File: src/rtl/mux_pkg.sv
// Shared constants and helpers for the pipelined N:1 multiplexer.
package mux_pkg;

  localparam int DEF_SIZE = 32;
  localparam int DEF_NUM  = 4;
  localparam int MAX_NUM  = 16;

  // Ceiling log2, used only on elaboration-time constants to size the select.
  function automatic int clog2(input int n);
    int r;
    r = 0;
    for (int i = 0; i < 31; i++) begin
      if ((1 << i) < n) r = i + 1;
    end
    return r;
  endfunction

endpackage

File: src/rtl/mux_skid_stage.sv
// Two-entry output stage (main register + skid register) with valid/ready on
// both sides. The payload is opaque: the top packs data plus an optional
// select-error bit into WIDTH.
//
// Handshake: a word moves on a side only in a cycle where that side's valid
// and ready are both 1; valid must not depend on ready. ready_o is a flop
// (NOT skid_valid), so ready_i never reaches ready_o combinationally.
module mux_skid_stage #(
  parameter int WIDTH = 33
) (
  input  logic             clk_i,
  input  logic             rst_n,
  input  logic             valid_i,
  output logic             ready_o,
  input  logic [WIDTH-1:0] data_i,
  output logic             valid_o,
  input  logic             ready_i,
  output logic [WIDTH-1:0] data_o
);

  logic             r_main_valid;
  logic [WIDTH-1:0] r_main_data;
  logic             r_skid_valid;
  logic [WIDTH-1:0] r_skid_data;
  logic             r_ready;

  logic w_accept;
  logic w_main_free;

  assign w_accept    = valid_i && r_ready;
  // Main can take a new word if it is empty or being drained this cycle.
  assign w_main_free = !r_main_valid || ready_i;

  // Main/skid update: skid refills main first; otherwise new words go to main
  // when it is free and to skid when main is stalled.
  always_ff @(posedge clk_i or negedge rst_n) begin
    if (!rst_n) begin
      r_main_valid <= 1'b0;
      r_main_data  <= '0;
      r_skid_valid <= 1'b0;
      r_skid_data  <= '0;
      r_ready      <= 1'b1;
    end else if (r_skid_valid) begin
      // Skid full implies main full and ready_o low: no accept possible here.
      if (ready_i) begin
        r_main_data  <= r_skid_data;
        r_skid_valid <= 1'b0;
        r_skid_data  <= '0;
        r_ready      <= 1'b1;
      end
    end else if (w_accept) begin
      if (w_main_free) begin
        r_main_data  <= data_i;
        r_main_valid <= 1'b1;
      end else begin
        r_skid_data  <= data_i;
        r_skid_valid <= 1'b1;
        r_ready      <= 1'b0;
      end
    end else if (ready_i) begin
      r_main_valid <= 1'b0;
    end
  end

  assign ready_o = r_ready;
  assign valid_o = r_main_valid;
  assign data_o  = r_main_data;

endmodule

File: src/rtl/mux_n_pipe.sv
// Pipelined N:1 multiplexer with a valid/ready skid output stage.
// Optional feature macro: MUX_N_PIPE_SEL_CHECK_EN -- when defined, each word
// carries a flag telling whether its select was out of range (>= NUM);
// when undefined, sel_err_o is tied 0 and no flag storage exists.
// An out-of-range select always forwards input 0.
module mux_n_pipe
  import mux_pkg::*;
#(
  parameter int SIZE  = DEF_SIZE,
  parameter int NUM   = DEF_NUM,
  parameter int SEL_W = clog2(NUM)
) (
  input  logic                clk_i,
  input  logic                rst_n,
  input  logic [NUM*SIZE-1:0] data_i,
  input  logic [SEL_W-1:0]    select_i,
  input  logic                valid_i,
  output logic                ready_o,
  output logic [SIZE-1:0]     data_o,
  output logic                valid_o,
  input  logic                ready_i,
  output logic                sel_err_o
);

  logic [SIZE-1:0] w_sel_data;

  // Select the addressed input; anything not matching 0..NUM-1 falls back to input 0.
  always_comb begin
    w_sel_data = data_i[0 +: SIZE];
    for (int k = 1; k < NUM; k++) begin
      if (select_i == SEL_W'(k)) w_sel_data = data_i[k*SIZE +: SIZE];
    end
  end

`ifdef MUX_N_PIPE_SEL_CHECK_EN
  localparam int ST_W = SIZE + 1;
  logic            w_sel_err;
  logic [ST_W-1:0] w_stage_in;
  logic [ST_W-1:0] w_stage_out;

  // Widen by one bit so NUM=16 (select can never exceed) still compares cleanly.
  assign w_sel_err  = ({1'b0, select_i} > (SEL_W+1)'(NUM - 1));
  assign w_stage_in = {w_sel_err, w_sel_data};
  assign data_o     = w_stage_out[SIZE-1:0];
  assign sel_err_o  = w_stage_out[SIZE];
`else
  localparam int ST_W = SIZE;
  logic [ST_W-1:0] w_stage_in;
  logic [ST_W-1:0] w_stage_out;

  assign w_stage_in = w_sel_data;
  assign data_o     = w_stage_out;
  assign sel_err_o  = 1'b0;
`endif

  mux_skid_stage #(
    .WIDTH(ST_W)
  ) u_stage (
    .clk_i  (clk_i),
    .rst_n  (rst_n),
    .valid_i(valid_i),
    .ready_o(ready_o),
    .data_i (w_stage_in),
    .valid_o(valid_o),
    .ready_i(ready_i),
    .data_o (w_stage_out)
  );

endmodule

File: config.mk
export PLATFORM = sky130hd
export DESIGN_NAME = mux_n_pipe
export DESIGN_NICKNAME = d
export VERILOG_FILES = /design/src/rtl/mux_pkg.sv /design/src/rtl/mux_skid_stage.sv /design/src/rtl/mux_n_pipe.sv
export SDC_FILE = /design/constraint.sdc
export NUM_CORES = 1
export LEC_CHECK = 0
export ABC_CLOCK_PERIOD_IN_PS = 1700
export CAP_MARGIN = 20
export CORE_MARGIN = 1
export CORE_UTILIZATION = 40
export CTS_CLUSTER_DIAMETER = 200
export DETAILED_ROUTE_END_ITERATION = 6
export GPL_ROUTABILITY_DRIVEN = 1
export PLACE_DENSITY = 0.78
export SLEW_MARGIN = 20
export SYNTH_ARGS = -nofsm -noshare
export SYNTH_HDL_FRONTEND = slang
export SYNTH_SLANG_ARGS = --single-unit
File: constraint.sdc
create_clock -name clk_i -period 1.7 [get_ports clk_i]
set_input_delay 0.17 -clock clk_i [delete_from_list [all_inputs] [get_ports clk_i]]
set_output_delay 0.17 -clock clk_i [all_outputs]
set_load 0.02 [all_outputs]
* After elaboration in Yosys (flattened, before gate mapping)
Index checks and enable logic that the tools add are counted.
Storage, ports and cells: input port bits 134, word-level logic and storage cells 43, bits in registers 67
Operators by class: mux-type cells 22, reductions and logical operators 9, eq/ne operators 6, bitwise logic cells 1
Operators by type and width (number):
- two-way mux 32 bit | 11
- two-way mux 1 bit | 11
- AND reduction 3 bit | 3
- nonzero test 2 bit | 3
- == test 2 bit (second input constant) | 2
- inequality test 2 bit (second input constant) | 2
- == test 2 x 1 -> 1 bit (second input constant) | 1
- inequality test 2 x 1 -> 1 bit (second input constant) | 1
- logical AND 1 bit | 1
- zero test 1 bit | 1
- logical OR 1 bit | 1
- NOT 1 bit | 1

* Depth between registers and ports, before layout
depth in word-level cells 7, mapped depth 5, depth with buffers taken out 3

* Cells and area by module
A second synthesis with hierarchy kept.
Unflattened totals: cell total of the unflattened synthesis 328, area, all modules 4112.7 sq um
By module, submodules not included:
- mux_skid_stage | cells an instance 287, area an instance 3286.9 sq um, instances 1
- mux_n_pipe | cells an instance 41, area an instance 825.8 sq um, instances 1

* Least setup slack after synthesis
OpenSTA, ideal clock, no wires.
path type register -> register, start point register u_stage.r_ready (netlist: u_stage.ready_o), end point register u_stage.r_skid_data[10], stages on the path, launching flop included 5, path buffers 1, path slack 0.163 ns, data arrival time 1.413 ns, setup time 0.125 ns, path through dfstp_2 > and4bb_1 > a22oi_2 > buf_6 > mux2_2
Between the ends: cells in the longest elaborated chain, start to end 3
Ends and longest elaborated chain:
- start: declaration | RTL line mux_skid_stage.sv:25 | logic r_ready;
- start signal: assignment | RTL line mux_skid_stage.sv:42 | r_ready <= 1'b1;
- start signal: assignment | RTL line mux_skid_stage.sv:49 | r_ready <= 1'b1;
- start signal: assignment | RTL line mux_skid_stage.sv:58 | r_ready <= 1'b0;
- logical AND 1 bit | RTL line mux_skid_stage.sv:30 | assign w_accept = valid_i && r_ready;
- nonzero test 2 bit (no line)
- AND reduction 3 bit (no line)
- end signal: assignment | RTL line mux_skid_stage.sv:56 | r_skid_data <= data_i;
- end: declaration | RTL line mux_skid_stage.sv:24 | logic [WIDTH-1:0] r_skid_data;
No other way between the ends. A chain may end at the register's enable or synchronous reset.

* Final worst setup path
start point register u_stage.r_main_valid (netlist: u_stage.valid_o), end point output port valid_o
RTL lines:
- start: declaration | RTL line mux_skid_stage.sv:21 | logic r_main_valid;
- start signal: assignment | RTL line mux_skid_stage.sv:38 | r_main_valid <= 1'b0;
- start signal: assignment | RTL line mux_skid_stage.sv:54 | r_main_valid <= 1'b1;
- start signal: assignment | RTL line mux_skid_stage.sv:61 | r_main_valid <= 1'b0;
- end: declaration | RTL line mux_n_pipe.sv:20 | output logic valid_o,
No word-level cell between the ends.

==> flow_summary_export.csv <==
group,metric,value,unit
status,outcome,"complete, but fails checks",
status,violations,"design-rule violations",
layout,layout_common_cells,"164 x clkdlybuf4s50_1, 66 x dfrtp_1, 64 x mux2i_1",
cts,cts-buffers-inserted,9,
detailed_routing,num_vias,3342,
cts,cts.clk_slew.worst_paths,70,ps
grt,grt_pass1_vias,3604,
sta,period_needed,1620,ps
logic_synthesis,synth_seq_area_share,45.2,%
grt,grt_use_total,22.2,%
layout,nets,640,
cts,tritoncts,"yes",
power_and_ir_drop,max-vdd-ir-drop,0.000366,V
worst_setup_path,path_buf_inv,1,
placed_design,dp_hpwl,7.65,mm
floorplan,die_area,0.00968,mm2
worst_setup_path,r2r_cells,4,
floorplan,rows,34,
worst_setup_path,crit_chain,"clkdlybuf4s50_1",
floorplan,core,0.00885,mm2
detailed_routing,route.detailed.drc,8,
worst_setup_path,path_class,"reg -> out",
sta,setup_tns,0,ps
worst_setup_path,max_stage_delay,650,ps
logic_synthesis,syn_nets,475,
grt,grt_max_degree,68,
worst_setup_path,r2r_start,"u_stage.ready_o",
worst_setup_path,end_kind,"output port",
detailed_routing,wl_per_cell,16.5,um
logic_synthesis,synth_edf_count,0,
worst_setup_path,cp_max_fo,6,
detailed_routing,via_per_inst,5.40,
logic_synthesis,postSynth.asyncResetShare,100,%
worst_setup_path,slowest_stage,"clkdlybuf4s50_1",
placed_design,port_buffers,167,
worst_setup_path,start_kind,"flip-flop",
sta,rsz0062_at_grt,"false",
floorplan,dieWidth,98.4,um
sta,hold_viol,0,
min_path,hold_class,"in -> async",
power_and_ir_drop,power_density,595,mW/mm2
run,drv_cap,0,
sta,finalSetupViolCount,0,
detailed_routing,first_pass_iters,6,
logic_synthesis,ys_seq_elements,67,
sta,fin_crit_sh,95.5,%
layout,postLayoutCoreUtil,65.0,%
layout,num-fill-cells,735,
sta,report.final.slew_viol_count,0,
cts,clock_latency,340,ps
logic_synthesis,postSynthAreaPerCell,10.9,um2
layout,drive_gt1_share,13.7,%
worst_setup_path,required,1530,ps
worst_setup_path,critical_path_arrival,1450,ps
layout,antennaDiodeCount,0,
detailed_routing,wl_met2,5.27,mm
worst_setup_path,reg2reg_slack,150,ps
detailed_routing,drt-met1-wl,4.01,mm
layout,layout_commonest_cell,"clkdlybuf4s50_1",
floorplan,fp.dieH,98.4,um
cts,clock-root-buffer,"clkbuf_8",
detailed_routing,drtIter0Drc,99,
floorplan,initial_utilization,42.0,%
grt,grt_pass1_wl,17.0,mm
cts,cts_max_path_buffers,2,
cts,htree_num_levels,3,
layout,syn_to_final_growth,54.8,%
floorplan,io_pins,169,
grt,antenna_found_initial,0,
logic_synthesis,syn_inst,341,
detailed_routing,wl_met3,680,um
sta,fin_skew,9.94,ps
logic_synthesis,post_synth_num_cell_types,27,
sta,clock.fmax,616,MHz
detailed_routing,route.antenna.remaining_nets,0,
detailed_routing,drt-total-wl,10.2,mm
power_and_ir_drop,leakage,2.54,nW
worst_setup_path,critPathTopFamily,"buffers and inverters",
logic_synthesis,synth_ff_type,"dfrtp_1",
placed_design,gp_congestion,0.717,
grt,gr-total-overflow,0,
worst_setup_path,r2r_end,"u_stage.r_skid_data[5]",
logic_synthesis,yosysWarnings,0,
cts,cts_sinks,67,
cts,postCtsSetupBuffers,0,
detailed_routing,top_layer,"met4",
logic_synthesis,synthesis.area,0.00371,mm2
==> worst reg2reg max path, stage by stage, from the launching register on <==
cell,delay [ps]
dfstp_2,400
and4bb_1,210
a22oi_2,200
buf_12,240
mux2_2,380
==> per-layer routing <==
metal / up-vias / GRT usage [%]
li1: 1604 / -
met4: 0 / 9.87
met2: 116 / 40.1
met5: - / 0
met3: 20 / 5.51
met1: 1602 / 24.7
==> worst max path at each step <==
stage	from	end	slack (ps)	cells past startpoint
6_report	u_stage.valid_o	valid_o	80	1
5_1_grt	u_stage.valid_o	valid_o	30	1
4_1_cts	u_stage.valid_o	valid_o	60	1
3_5_place_dp	ready_i	u_stage.r_skid_data[5]	-120	5
3_3_place_gp	ready_i	u_stage.r_skid_data[21]	-80	5
2_1_floorplan	u_stage.ready_o	u_stage.r_skid_data[10]	160	4
==> Yosys cell counts (2+ instances only) <==
library cell  number  area (um2)
nor2_1             3        11.3
dfrtp_1           66        1650
o22a_1            32         280
nand3_1           32         160
buf_1              2        7.51
mux2_2            32         360
o21ai_0            2        10.0
buf_6              3        33.8
buf_2             15        75.1
o22ai_1           32         200
mux2i_1           64         641
nand2_1           33         124
clkbuf_1          11        41.3
==> kinds of logic (layout without fill, tap and decap cells) <==
group	after synthesis	after routing	synth area share, %
flip-flops	67	67	45.2
multiplexers	96	96	26.9
AND/OR/NAND/NOR	73	73	8.99
AO/OA/AOI/OAI	71	71	14.2
other	1	1	0.101
buffers and inverters	33	203	4.55
==> through the flow <==
step	cell area [um2]	worst slack [ps]	power (mW)	hold WS, ps	instances
detailed placement	5560	-121	2.26	213	602
CTS	5750	56.6	3.47	383	619
global route	5750	28.4	3.57	405	619
finish	5750	76.1	3.42	375	619
floorplan	3710	163	1.85	-126	341
global placement	5560	-80.4	2.24	211	602
==> repair_timing <==
item                                    in CTS  in global routing
resized for setup                            1                  0
hold buffers                                 1                  0
endpoints found under the setup margin       1                  0
endpoints found under the hold margin       66                  0
==> sequential cells by signal (all words and copies together), names as in the netlist <==
| signal | flops |
|---|---|
| u_stage.data_o | 32 |
| u_stage.r_skid_data | 32 |
| u_stage.r_skid_valid | 1 |
| u_stage.ready_o | 1 |
| u_stage.valid_o | 1 |
==> power by group <==
group / total (mW) / switching [mW] / leakage (nW) / internal [mW]
sequential: 1.59 / 0 / 0.933 / 1.59
clock: 1.20 / 0.597 / 0.0884 / 0.604
combinational: 0.627 / 0.224 / 1.52 / 0.403
==> layout make-up <==
cell class	instances	area (um2)	area share [%]
Multi-Input combinational cell	241	1870	32.5
Clock buffer	12	155	2.70
Clock inverter	4	25.0	0.435
Inverter	1	3.75	0.0653
Tap cell	108	135	2.35
Sequential cell	67	1680	29.2
Timing Repair Buffer	186	1880	32.7
Power figures use the tool's default switching activity.
